$ cat src/rtl/cellrv32_npu_package.sv
// Shared NPU types: instruction format and weight-load opcode classification.
package cellrv32_npu_package;

    localparam int OP_CODE_WIDTH = 8;
    localparam int OPERAND_WIDTH = 24;

    typedef struct packed {
        logic [OP_CODE_WIDTH-1:0] opcode;
        logic [OPERAND_WIDTH-1:0] operand;
    } instruction_t;

    localparam logic [4:0] WEIGHT_OPCODE_PREFIX = 5'b00001;

    function automatic logic is_weight_inst(input instruction_t inst);
        return inst.opcode[OP_CODE_WIDTH-1:3] == WEIGHT_OPCODE_PREFIX;
    endfunction

endpackage

$ cat src/rtl/cellrv32_npu_inst_ring.sv
// DEPTH-entry in-order circular buffer with push/pop/flush and head read.
module cellrv32_npu_inst_ring
    import cellrv32_npu_package::*;
#(
    parameter int DEPTH = 4,
    parameter int CW    = $clog2(DEPTH + 1)
) (
    input  logic          clk_i,
    input  logic          rst_i,
    input  logic          flush_i,
    input  logic          push_i,
    input  logic          pop_i,
    input  instruction_t  data_i,
    output instruction_t  head_o,
    output logic [CW-1:0] count_o
);

    localparam int PW = (DEPTH > 1) ? $clog2(DEPTH) : 1;
    localparam logic [PW-1:0] LAST = PW'(DEPTH - 1);

    instruction_t  mem_q [DEPTH];
    logic [PW-1:0] wp_q, wp_d;
    logic [PW-1:0] rp_q, rp_d;
    logic [CW-1:0] cnt_q, cnt_d;

    always_comb begin
        wp_d  = wp_q;
        rp_d  = rp_q;
        cnt_d = cnt_q;
        if (push_i) begin
            wp_d = (wp_q == LAST) ? '0 : wp_q + PW'(1);
        end
        if (pop_i) begin
            rp_d = (rp_q == LAST) ? '0 : rp_q + PW'(1);
        end
        case ({push_i, pop_i})
            2'b10:   cnt_d = cnt_q + CW'(1);
            2'b01:   cnt_d = cnt_q - CW'(1);
            default: cnt_d = cnt_q;
        endcase
    end

    always_ff @(posedge clk_i) begin
        if (rst_i || flush_i) begin
            wp_q  <= '0;
            rp_q  <= '0;
            cnt_q <= '0;
        end else begin
            wp_q  <= wp_d;
            rp_q  <= rp_d;
            cnt_q <= cnt_d;
        end
    end

    // Payload storage needs no reset; occupancy alone qualifies it.
    always_ff @(posedge clk_i) begin
        if (push_i && !flush_i && !rst_i) begin
            mem_q[wp_q] <= data_i;
        end
    end

    assign head_o  = mem_q[rp_q];
    assign count_o = cnt_q;

endmodule

$ cat src/rtl/cellrv32_npu_instruction_window.sv
// Look-ahead window pairing weight loads with their successor instruction.
// Optional held-weight timeout: define CELLRV32_NPU_LOOK_AHEAD_TIMEOUT_EN.
module cellrv32_npu_instruction_window
    import cellrv32_npu_package::*;
#(
    parameter int DEPTH          = 4,
    parameter int TIMEOUT_CYCLES = 256
) (
    input  logic                         clk_i,
    input  logic                         rst_i,
    input  logic                         enable_i,
    input  logic                         flush_i,
    input  logic                         drain_i,
    input  instruction_t                 inst_i,
    input  logic                         inst_valid_i,
    output logic                         inst_ready_o,
    output instruction_t                 inst_o,
    output logic                         inst_valid_o,
    input  logic                         inst_ready_i,
    output logic [$clog2(DEPTH+1)-1:0]   count_o,
    output logic                         weight_wait_o,
    output logic                         timeout_o
);

    localparam int CW = $clog2(DEPTH + 1);
    localparam logic [CW-1:0] DEPTH_C = CW'(DEPTH);

    logic [CW-1:0] count;
    instruction_t  head;
    logic          push, pop, active;
    logic          head_w, has1, has2;
    logic          expired, rel;

    cellrv32_npu_inst_ring #(
        .DEPTH (DEPTH),
        .CW    (CW)
    ) u_ring (
        .clk_i   (clk_i),
        .rst_i   (rst_i),
        .flush_i (flush_i),
        .push_i  (push),
        .pop_i   (pop),
        .data_i  (inst_i),
        .head_o  (head),
        .count_o (count)
    );

    assign active       = enable_i & ~flush_i & ~rst_i;
    assign inst_ready_o = enable_i & ~flush_i & (count < DEPTH_C);
    assign push         = inst_valid_i & inst_ready_o;

    assign has1   = (count != '0);
    assign has2   = (count > CW'(1));
    assign head_w = is_weight_inst(head);

    // A lone weight waits for its matmul partner unless drained or timed out.
    assign rel = has1 & (~head_w | has2 | drain_i | expired);

    assign inst_valid_o  = active & rel;
    assign pop           = inst_valid_o & inst_ready_i;
    assign inst_o        = inst_valid_o ? head : '0;
    assign weight_wait_o = enable_i & ~rst_i & has1 & head_w & ~rel;
    assign count_o       = count;

`ifdef CELLRV32_NPU_LOOK_AHEAD_TIMEOUT_EN
    localparam int TW = $clog2(TIMEOUT_CYCLES + 1);
    localparam logic [TW-1:0] TMAX = TW'(TIMEOUT_CYCLES);

    logic [TW-1:0] tcnt_q, tcnt_d;
    logic          fired_q, fired_d;

    assign expired   = (tcnt_q == TMAX);
    assign timeout_o = inst_valid_o & head_w & ~has2 & ~drain_i
                     & expired & ~fired_q;

    always_comb begin
        tcnt_d  = tcnt_q;
        fired_d = fired_q;
        if (pop) begin
            tcnt_d  = '0;
            fired_d = 1'b0;
        end else begin
            if (weight_wait_o && tcnt_q != TMAX) begin
                tcnt_d = tcnt_q + TW'(1);
            end
            if (timeout_o) begin
                fired_d = 1'b1;
            end
        end
    end

    always_ff @(posedge clk_i) begin
        if (rst_i || flush_i) begin
            tcnt_q  <= '0;
            fired_q <= 1'b0;
        end else if (enable_i) begin
            tcnt_q  <= tcnt_d;
            fired_q <= fired_d;
        end
    end
`else
    // Without the timer a held weight never expires; a zero timeout is illegal.
    assign expired   = (TIMEOUT_CYCLES < 1);
    assign timeout_o = 1'b0;
`endif

endmodule

$ cat config.mk
export PLATFORM = sky130hd
export DESIGN_NAME = cellrv32_npu_instruction_window
export DESIGN_NICKNAME = d
export VERILOG_FILES = /design/src/rtl/cellrv32_npu_package.sv /design/src/rtl/cellrv32_npu_inst_ring.sv /design/src/rtl/cellrv32_npu_instruction_window.sv
export SDC_FILE = /design/constraint.sdc
export NUM_CORES = 1
export LEC_CHECK = 0
export BUFFER_PORTS_ARGS = -buffer_cell sky130_fd_sc_hd__buf_4
export CAP_MARGIN = 20
export CORE_UTILIZATION = 40
export DETAILED_ROUTE_END_ITERATION = 12
export HOLD_SLACK_MARGIN = 0.1
export PLACE_DENSITY = 0.6
export SYNTH_ARGS = -nofsm -noshare
export SYNTH_HDL_FRONTEND = slang
export SYNTH_SLANG_ARGS = --single-unit
export TNS_END_PERCENT = 5
$ cat constraint.sdc
create_clock -name clk_i -period 7.1 [get_ports clk_i]
set_clock_uncertainty 0.1 [all_clocks]
set_input_delay 0 -clock clk_i [delete_from_list [all_inputs] [get_ports clk_i]]
set_output_delay 0 -clock clk_i [all_outputs]
set_load 0.03 [all_outputs]
# ---- Yosys cells after proc, flatten, opt, wreduce, memory -nomap -nowiden
# Memories as Yosys holds them, arrays and structs flattened. A register that Yosys moved wholly into a read port is not among the register bits.
# Index checks and enable logic that the tools add are counted.
dict set report word_totals {
  register_bits 7
  out_inout_bits 39
  ram_bits 128
  elab_cells 47
  input_bits 39
  memories 1
}
dict set report classes {
  n_eq_ne 5
  muxes 8
  n_reduce_logical 7
  n_lt_le_gt_ge 2
  bitwise_logic 17
  n_addsub 4
}
# name depth width read_ports rd_ports_with_merged_regs wr line_no
set mem_list {}
lappend mem_list {u_ring.mem_q 4 32 1 1 1 cellrv32_npu_inst_ring.sv:21} ;# instruction_t mem_q [DEPTH];
# op n
set ops {}
lappend ops {{two-way mux 32 bit} 1}
lappend ops {{AND 1 bit} 11}
lappend ops {{two-way mux 2 bit} 4}
lappend ops {{equality test 2 bit, second input constant} 3}
lappend ops {{case mux 3 bit (2 select lines)} 1}
lappend ops {{equality test 5 x 1 -> 1 bit, second input constant} 1}
lappend ops {{adder 2 x 1 -> 2 bit, second input constant} 2}
lappend ops {{NOT 1 bit} 4}
lappend ops {{adder 3 x 1 -> 3 bit, second input constant} 1}
lappend ops {{> comparator 3 x 1 -> 1 bit, second input constant} 1}
lappend ops {{< comparator 3 bit, second input constant} 1}
lappend ops {{nonzero test 3 bit} 1}
lappend ops {{subtractor 3 x 1 -> 3 bit, second input constant} 1}
lappend ops {{equality test 2 x 1 -> 1 bit, second input constant} 1}
lappend ops {{logical AND 1 bit} 2}
lappend ops {{zero test 1 bit} 2}
lappend ops {{two-way mux 1 bit} 2}
lappend ops {{OR 1 bit} 2}
lappend ops {{nonzero test 2 bit} 1}
lappend ops {{logical OR 1 bit} 1}

# ---- Depth between registers and ports, before layout
# Gate-level depths: netlist (run 1).
dict set report logic_depth {
  ltp_word 9
  ltp_mapped 10
  mapped_depth_nobuf 10
}

# ---- Hierarchy
# Synthesis (run 1) repeated with hierarchy kept, for this count alone.
dict set report unflattened {
  hier_cells 273
  hier_area_um2 5635.4
}
# mod seq_area_each_um2 instances area_each_um2 cells_each
set by_module_without_submodules {}
lappend by_module_without_submodules {cellrv32_npu_inst_ring 4023.9 1 5108.6 216}
lappend by_module_without_submodules {cellrv32_npu_instruction_window 0.0 1 526.8 57}

# ---- Least setup slack after synthesis (run 1)
# Ideal clock, no wire load.
dict set report synth_timing {
  path_kind {flip-flop to flip-flop}
  startpoint {register u_ring.cnt_q[2], in the netlist u_ring.count_o[2]}
  endpoint {memory u_ring.mem_q[0][0] in the netlist's numbering, enable pin}
  stages_incl_launch_ff 5
  required_ps 6608
  arrival_time_ps 2593
  n_path_buf 0
  setup_slack_ps 4015
  setup_ps 392
  synth_period_minus_slack_ps 3085
  cell_sequence {dfxtp_1 nor3b_1 nand2_1 nor2_1 and2_1}
}
dict set report synth_between {
  elab_chain_len 7
}
# item line_no
set synth_rtl {}
lappend synth_rtl {{start, declared} cellrv32_npu_inst_ring.sv:24} ;# logic [CW-1:0] cnt_q, cnt_d;
lappend synth_rtl {{start signal, assigned} cellrv32_npu_inst_ring.sv:51} ;# cnt_q <= cnt_d;
lappend synth_rtl {{< comparator 3 bit} cellrv32_npu_instruction_window.sv:49} ;# assign inst_ready_o = enable_i & ~flush_i & (count < DEPTH_C);
lappend synth_rtl {{AND 1 bit} cellrv32_npu_instruction_window.sv:49}
lappend synth_rtl {{net inst_ready_o} cellrv32_npu_instruction_window.sv:16} ;# output logic inst_ready_o,
lappend synth_rtl {{AND 1 bit} cellrv32_npu_instruction_window.sv:50} ;# assign push = inst_valid_i & inst_ready_o;
lappend synth_rtl {{logical AND 1 bit (2 in series)} cellrv32_npu_inst_ring.sv:57} ;# if (push_i && !flush_i && !rst_i) begin
lappend synth_rtl {{two-way mux 1 bit} cellrv32_npu_inst_ring.sv:57}
lappend synth_rtl {{two-way mux 1 bit (not written as such)} cellrv32_npu_inst_ring.sv:58} ;# mem_q[wp_q] <= data_i;
lappend synth_rtl {{end, declared} cellrv32_npu_inst_ring.sv:21}
# The timed path passes the listed nets, and every way through them passes these cells.

==> metrics.yaml, run 1 <==
endpoint_kind: "primary output"
gp_congestion: 0.739
drt_wl_total_mm: 9.87
multi_input_area_um2: 1320
hold_start: "enable_i"
syn_to_final_growth_pct: 31.9
die_y_um: 119
worst_pin_slew_ns: 0.921
grt_pass1_wl_mm: 16.0
hold_viol: 0
status: "finished clean"
fill_cells: 1108
synth-seq-cells: 137
fin_nets: 447
cellPowerDensity_nw_per_um2: 252
ios: 78
cts_sinks: 137
vias_per_cell: 4.82
holdPathStages: 5
path_class: "reg2out"
p_leak_uw: 0.00250
final_util_pct: 54.1
dpl.hpwl_mm: 5.55
clk_latency_ns: 0.40
drc: 0
finalPower_uw: 1810
maxCapViolCount: 0
num_rows: 42
finalSetupViolCount: 0
die_area_um2: 14100
initial_core_util_pct: 41.1
synth_cell_types: 32
grt_usage_pct: 15.5
hold_end: "u_ring.wp_q[0]$_SDFFE_PP0P_"
slew_headroom_pct: 38.6
timing.fmax_mhz: 272
io_buffer_count: 76
syn_inst: 272
crit_fanout: 32
drive_gt1_share_pct: 36.3
clockBufferDepth: 2
cts-root-buf: "clkbuf_16"
period_minus_slack_ns: 3.68
dr.pass1.iters: 4
htreeDepth: 4
r2r_setup_slack_ns: 3.74
globalRouteOverflowTotal: 0
worst_setup_path_start_kind: "flop"
synth_nets: 321
crit_arrival_ns: 3.58
drtIter0Drc: 136
irDropWorstVdd_mv: 0.133
core_um2: 13200
area.sequential_um2: 4030
yosysWarnings: 0
holdBufCountCts: 41
die_x_um: 119
numCtsBuffers: 17
tns_ns: 0
avgRoutedWirePerCell_um: 16.8
ant_nets: 0
antenna_cells: 0
syn-cell-area_um2: 5440
finalCritPeriodShare_pct: 51.9
grt_pass1_vias: 3037
crit_required_ns: 7.00
clk_pin_slew_ns: 0.06
r2r_cells: 8
grt_antenna_before_repair: 0
cts_tree: "yes"
vias: 2827
grt_max_degree: 33
cts_resized: 0
rsz0062_at_grt: "no"
timing.rr.end: "u_ring.count_o[2]$_SDFFE_PP0P_"
final_cells: 587
place_inst: 514
final_max_slew_viol_count: 0
hp-class: "in2reg"
syn_avg_cell_area_um2: 20.0
yosysSeqAreaShare_pct: 74.0
cts_setup_buffers: 0
-- metal layers --
layer	part of all wire (%)	vias to the layer above	wire length [um]	global-route usage (%)
li1	-	1316	-	-
met2	50	68	4940	25.3
met1	45	1435	4460	19.8
met4	0.89	0	88	5.46
met5	0	-	0	0
met3	3.9	8	381	4.49
-- Yosys cell counts (all sizes together) --
| library cell | number | area share (%) |
|---|---|---|
| conb | 1 | 0.069 |
| nor2b | 28 | 3.2 |
| inv | 8 | 0.55 |
| mux4 | 32 | 13 |
| nor3 | 1 | 0.092 |
| and2 | 8 | 0.92 |
| mux2i | 3 | 0.55 |
| nor3b | 1 | 0.14 |
| a21oi | 3 | 0.28 |
| ha | 10 | 2.3 |
| nand2b | 1 | 0.12 |
| or4 | 1 | 0.14 |
| buf | 8 | 1.2 |
| or4b | 1 | 0.25 |
| a211oi | 1 | 0.14 |
| or2 | 2 | 0.23 |
| o21ba | 1 | 0.18 |
| nand3 | 1 | 0.092 |
| clkbuf | 3 | 0.21 |
| nor2 | 7 | 0.48 |
| or3 | 2 | 0.23 |
| edfxtp | 128 | 71 |
| xor2 | 2 | 0.32 |
| o21ai | 3 | 0.41 |
| dfxtp | 9 | 3.3 |
| and3 | 1 | 0.12 |
| nor4b | 1 | 0.16 |
| nand2 | 5 | 0.35 |
-- state kept, by name, summed over array words and instances, names as in the netlist, named ones only --
register	flops
u_ring.count_o	3
u_ring.mem_q	128
u_ring.rp_q	2
u_ring.wp_q	2
-- worst max-delay path by stage --
stage	cells after the start	start	endpoint	slack, ns
after CTS	6	flop	inst_o[25]	3.32
after detailed placement	8	flop	u_ring.count_o[2]$_SDFFE_PP0P_	3.69
after floorplan	4	u_ring.count_o[2]$_SDFFE_PP0P_	u_ring.mem_q[0][0]$_DFFE_PP_	4.01
after global placement	8	flop	u_ring.count_o[2]$_SDFFE_PP0P_	3.71
after global routing	6	flop	inst_o[25]	3.14
final	6	flop	inst_o[25]	3.42
-- final cells by class --
type,instances,area share [%]
well taps,176,3.07
clock buffers,17,5.93
repair buffers,118,13.8
flip-flops and latches,137,56.2
clock inverters,15,2.22
inverters,8,0.419
multi-input cells,116,18.4
-- cell usage in the layout (no fill, tap or decap), types with 3 or more instances in the layout --
master / synthesis / final
clkinv_2: 0 / 3
and2_2: 0 / 4
and2_1: 8 / 4
edfxtp_1: 128 / 128
ha_1: 10 / 10
mux4_2: 32 / 32
nand2_1: 5 / 5
a21oi_1: 3 / 3
dfxtp_1: 9 / 7
bufinv_16: 0 / 3
mux2i_1: 3 / 3
clkinv_1: 0 / 4
nor2b_1: 28 / 28
inv_1: 8 / 8
nor2_1: 7 / 7
buf_4: 3 / 77
clkbuf_16: 0 / 17
dlygate4sd3_1: 0 / 41
clkinvlp_4: 0 / 4
-- power breakdown --
group | total [uW] | switching (uW) | leakage, uW | internal (uW)
logic | 63.8 | 27.4 | 0.00100 | 36.5
clock network | 856 | 311 | 0.000275 | 545
registers | 888 | 1.37 | 0.00123 | 887
total | 1810 | 340 | 0.00250 | 1470
-- per-stage QoR --
step                cell area (um^2)  hold slack (ns)  setup slack [ns]
global route                    7170            0.222              3.14
floorplan                       5440         -0.00113              4.01
global placement                6170            0.101              3.71
finish                          7170            0.180              3.42
detailed placement              6170            0.105              3.69
CTS                             7170            0.166              3.32
-- critical path, stage by stage, from the launching register on --
cell     delay (ns)
dfxtp_2        0.31
buf_4          0.51
mux4_2         0.59
or4_1          0.58
o21ai_4        0.73
nor2b_1        0.18
buf_4          0.22
-- cells by family after synthesis --
family / share of synthesized area, %
other: 0.0690
buffers and inverters: 1.93
and+or+nand+nor: 6.54
xor gates and xnor gates: 0.322
adders and majority gates: 2.30
muxes: 13.8
AOI/OAI and AO/OA: 1.01
DFF: 74.0
(Power assumes the default switching activity.)
==> run 2, diff against run 1 <==
clock period = 3.5 ns   (was 7.1 ns; I/O delays follow)
==> run 2 against run 1 <==
  * Sequential cell count did not move
  * Wire length is 2.8% higher
  * Hold slack worse by 0.0083 ns
  * Via count increased by 1.1%
  * Count of clock-buffer cells in the layout rose by 1
  * Sequential share of layout area is 0.86 points lower
  * Final area increased by 1.6%
  * Critical path type unchanged
  * Critical endpoint is now inst_o[0]
  * Largest cell class unchanged
==> metrics.yaml, run 2 (same netlist as run 1, synthesis figures left out) <==
status: "finished clean"
crit_slowest_cell: "or4_1"
crit_fanout: 29  # -9.4%
grt_max_degree: 33  # unchanged
drc: 0  # unchanged
die_y_um: 119  # unchanged
place_inst: 523  # +1.8%
grt_usage_pct: 15.5  # -0.041 points
drive_gt1_share_pct: 38.3  # +2.1 points
grt_antenna_before_repair: 0  # unchanged
final_max_slew_viol_count: 0  # unchanged
io_buffer_count: 76  # unchanged
finalCritPeriodShare_pct: 85.3
endpoint_kind: "primary output"
antenna_cells: 0  # unchanged
vias_per_cell: 4.79  # -0.46%
cts-root-buf: "clkbuf_16"
dpl.hpwl_mm: 5.98  # +7.7%
r2r_setup_slack_ns: 0.58  # -3.16 ns
finalSetupViolCount: 0  # unchanged
maxCapViolCount: 0  # unchanged
irDropWorstVdd_mv: 0.428  # +220%
worst_setup_path_start_kind: "flop"
max_stage_delay_ns: 0.59  # -0.14 ns
p_leak_uw: 0.00256  # +2.2%
avgRoutedWirePerCell_um: 17.0  # +1.2%
initial_core_util_pct: 41.1  # unchanged
timing.fmax_mhz: 335
final_common_cell: "edfxtp_1"
ant_nets: 0  # unchanged
numCtsBuffers: 17  # unchanged
grtUsageMet1_pct: 19.4  # -0.42 points
die_x_um: 119  # unchanged
period_minus_slack_ns: 2.99
fin_hold_ws_ns: 0.171  # -0.00826 ns
drt_wl_total_mm: 10.1  # +2.8%
cts_resized: 0  # unchanged
drtIter0Drc: 136  # unchanged
final_cells: 596  # +1.5%
cts_setup_buffers: 0  # unchanged
clk_latency_ns: 0.41  # about the same
use_met2_pct: 25.7  # +0.37 points
tns_ns: 0  # unchanged
ios: 78  # unchanged
slew_headroom_pct: 57.9  # +19 points
cellPowerDensity_nw_per_um2: 521  # +110%
vias: 2857  # +1.1%
cts_sinks: 137  # unchanged
syn_to_final_growth_pct: 33.9
fin_nets: 456  # +2.0%
hold_viol: 0  # unchanged
worstPathCellList: "mux4_2 -> or4_1 -> o21ai_4 -> buf_4 -> nor2b_1 -> buf_4"
htreeDepth: 4  # unchanged
dr.pass1.iters: 4  # unchanged
r2r_cells: 7  # -1
path_class: "reg2out"
clk_pin_slew_ns: 0.06  # about the same
crit_required_ns: 3.40  # -3.60 ns
gp_congestion: 0.740  # +0.15%
grt_pass1_wl_mm: 15.8  # -1.6%
hp-class: "in2reg"
top_register: "u_ring.mem_q"
rsz0062_at_grt: "no"
globalRouteOverflowTotal: 0  # unchanged
die_area_um2: 14100  # unchanged
crit_arrival_ns: 2.89  # -0.69 ns
busiest_layer: "met2"
holdPathStages: 5  # unchanged
cp_common_cell: "buf_4"
num_rows: 42  # unchanged
core_um2: 13200  # unchanged
most-common-layout-cells: "edfxtp_1, buf_4, dlygate4sd3_1, mux4_2, nor2b_1"
worst_pin_slew_ns: 0.627  # -0.294 ns
grt_pass1_vias: 2998  # -1.3%
gr-usage-met3_pct: 5.31  # +0.82 points
cts_tree: "yes"
timing.rr.end: "u_ring.count_o[2]$_SDFFE_PP0P_"
clockBufferDepth: 2  # unchanged
endpoint: "inst_o[0]"
largest_reg_flops: 128  # unchanged
-- run 2: where the power goes --
part / switching [uW] / leakage [uW] / internal (uW)
sequential: 3.13 / 0.00123 / 1800
combinational: 55.5 / 0.00105 / 74.9
clock: 667 / 0.000281 / 1200
-- run 2: critical path, delay by kind of cell, from the launching register on --
kind | cells | cell delay [ns]
flip-flops | 1 | 0.47
AND/OR/NAND/NOR | 2 | 0.74
multiplexers | 1 | 0.54
buffers and inverters | 2 | 0.56
AO/OA/AOI/OAI | 1 | 0.17
-- run 2: area by class of cell --
cell class | instances | area [um^2]
multi-input cells | 116 | 1320
repair buffers | 127 | 1060
flip-flops and latches | 137 | 4030
inverters | 8 | 30.0
clock inverters | 14 | 199
fillers | 1097 | 5960
clock buffers | 18 | 429
well taps | 176 | 220
-- run 2: worst min-delay path by stage --
stage                     startpoint                       endpoint  slack [ns]
final                       enable_i    u_ring.wp_q[0]$_SDFFE_PP0P_        0.17
after global routing        enable_i    u_ring.wp_q[0]$_SDFFE_PP0P_        0.19
after CTS                   enable_i    u_ring.wp_q[0]$_SDFFE_PP0P_        0.15
after detailed placement  inst_i[11]  u_ring.mem_q[1][11]$_DFFE_PP_        0.10
after global placement    inst_i[25]  u_ring.mem_q[2][25]$_DFFE_PP_        0.10
after floorplan            inst_i[0]   u_ring.mem_q[0][0]$_DFFE_PP_      -0.001
-- run 2: layer usage --
layer  vias to the layer above  share of wire, %
met3                         4               3.3
li1                       1335                 -
met5                         -                 0
met2                        58                51
met1                      1460                45
met4                         0              0.56
-- run 2: repair_timing --
item,4_1_cts,5_1_grt
hold endpoints to repair,137,0
hold buffers,41,0
setup endpoints to repair,0,0
-- run 2: metrics by stage --
stage	worst slack, ns	util (%)	total power, uW	area [um^2]
after floorplan	0.415	-	1870	5440
after global placement	0.609	47.1	1930	6240
after detailed placement	0.552	47.1	1940	6240
after CTS	0.433	55.0	3820	7280
after global routing	0.347	55.0	3900	7280
final	0.513	55.0	3790	7280
==> run 3, diff against run 2 <==
HOLD_SLACK_MARGIN = 0.03   (was 0.1)
PLACE_DENSITY = 0.62   (was 0.6)
clock period = 2.7 ns   (was 3.5 ns; I/O delays follow)
==> run 3 against run 2 <==
  * The run now ends with negative setup slack left
  * Largest power group is now registers
  * Sequential cell count is the same
  * Critical endpoint is now inst_o[24]
  * Highest routed layer unchanged
  * Final cell count grew 1.2%
  * Via count grew 2.3%
==> metrics.yaml, run 3 (same netlist as run 1, synthesis figures left out) <==
gp_congestion: 0.709  # -4.2%
io_buffer_count: 76  # unchanged
cts-root-buf: "clkbuf_16"
vias: 2924  # +2.3%
grt_max_degree: 28  # -15%
period_minus_slack_ns: 2.80
endpoint_kind: "primary output"
ant_nets: 0  # unchanged
worst_setup_path_start_kind: "flop"
drive_gt1_share_pct: 42.9  # +4.5 points
irDropWorstVdd_mv: 0.448  # +4.7%
grt_usage_pct: 16.3  # +0.84 points
dr.pass1.iters: 4  # unchanged
die_area_um2: 14100  # unchanged
timing.fmax_mhz: 358
ios: 78  # unchanged
place_ws_ns: 0.0000364  # -0.552 ns
rsz0062_at_grt: "yes"
finalSetupViolCount: 29  # +29
status: "finished, violations left"
numCtsBuffers: 17  # unchanged
vias_per_cell: 4.85  # +1.2%
crit_fanout: 5  # -83%
violations: "negative setup slack"
maxCapViolCount: 0  # unchanged
clockBufferDepth: 2  # unchanged
drc: 0  # unchanged
cts_tree: "yes"
fin_ws_ns: -0.0954  # -0.609 ns
final_max_slew_viol_count: 0  # unchanged
htreeDepth: 4  # unchanged
clk_pin_slew_ns: 0.05  # about the same
largest_reg_flops: 128  # unchanged
grt_pass1_wl_mm: 16.4  # +4.3%
initial_core_util_pct: 41.1  # unchanged
final_util_pct: 56.5  # +1.5 points
die_x_um: 119  # unchanged
hold_viol: 0  # unchanged
core_um2: 13200  # unchanged
final_common_cell: "edfxtp_1"
drtIter0Drc: 211  # +55%
grt_antenna_before_repair: 0  # unchanged
cts_sinks: 137  # unchanged
clk_latency_ns: 0.41  # about the same
tns_ns: -2.11  # -2.11 ns
dpl.hpwl_mm: 6.36  # +6.4%
num_rows: 42  # unchanged
most-common-layout-cells: "edfxtp_1, buf_4, dlygate4sd3_1, mux4_2, clkbuf_16"
hp-class: "in2reg"
globalRouteOverflowTotal: 0  # unchanged
avgRoutedWirePerCell_um: 17.7  # +4.3%
path_class: "reg2out"
antenna_cells: 0  # unchanged
finalCritPeriodShare_pct: 104
top_register: "u_ring.mem_q"
die_y_um: 119  # unchanged
drt_wl_total_mm: 10.7  # +5.5%
crit_arrival_ns: 2.70  # -0.19 ns
crit_required_ns: 2.60  # -0.80 ns
p_leak_uw: 0.00266  # +4.1%
fin_nets: 463  # +1.5%
cellPowerDensity_nw_per_um2: 625  # +20%
syn_to_final_growth_pct: 37.7
grt_pass1_vias: 3071  # +2.4%
[run 3: worst paths after layout]
check	startpoint	end	slack [ns]	cells past startpoint
hold reg to reg	u_ring.rp_q[1]$_SDFFE_PP0N_	flop	0.40	2
setup reg to reg	flop	u_ring.count_o[2]$_SDFFE_PP0P_	0.06	8
setup / recovery	flop	inst_o[24]	-0.1	8
hold / removal	inst_ready_i	flop	0.06	5
[run 3: layout make-up]
type | instances | area, um^2
Fill cell | 1030 | 5760
Clock buffer | 17 | 425
Clock inverter | 15 | 135
Inverter | 8 | 30.0
Timing Repair Buffer | 134 | 1290
Multi-Input combinational cell | 116 | 1360
Sequential cell | 137 | 4030
Tap cell | 176 | 220
[run 3: stage by stage]
| stage | hold slack (ns) | cell area, um^2 | cells | power (uW) |
|---|---|---|---|---|
| floorplan | -0.0245 | 5440 | 272 | 2430 |
| global placement | 0.0991 | 6350 | 528 | 2510 |
| detailed placement | 0.102 | 6350 | 528 | 2510 |
| CTS | 0.0450 | 7380 | 601 | 4720 |
| global route | 0.0816 | 7480 | 603 | 4810 |
| finish | 0.0636 | 7480 | 603 | 4680 |
[run 3: worst max-delay path, stage by stage, from the launching register on]
cell       delay [ns]
dfxtp_4          0.39
mux4_2           0.53
or4b_4           0.56
buf_6            0.14
o21ai_4          0.14
buf_12           0.16
clkbuf_16        0.15
nor2b_1          0.04
buf_4            0.16
[run 3: metal layers]
layer  part of all wire, %  wire (um)  global-route usage [%]  vias to the layer above
met4                   1.2        132                    6.80                        0
met2                    53       5670                    27.9                       74
met3                   4.0        428                    5.07                       10
met5                     0          0                       0                        -
met1                    42       4470                    19.0                     1485
li1                      -          -                       -                     1355
[run 3: report_power, final]
group          internal, uW  switching [uW]  total (uW)
clock                  1340             826        2160
combinational           105            74.4         179
sequential             2330            4.16        2340
[run 3: repair_timing]
| item | CTS | global route |
|---|---|---|
| endpoints found under the hold margin | 137 | 0 |
| cloned | 1 | 2 |
| pin swaps | 1 | 2 |
| buffers inserted | 2 | 0 |
| endpoints found under the setup margin | 30 | 30 |
| resized for setup | 11 | 18 |
| hold buffers | 38 | 0 |
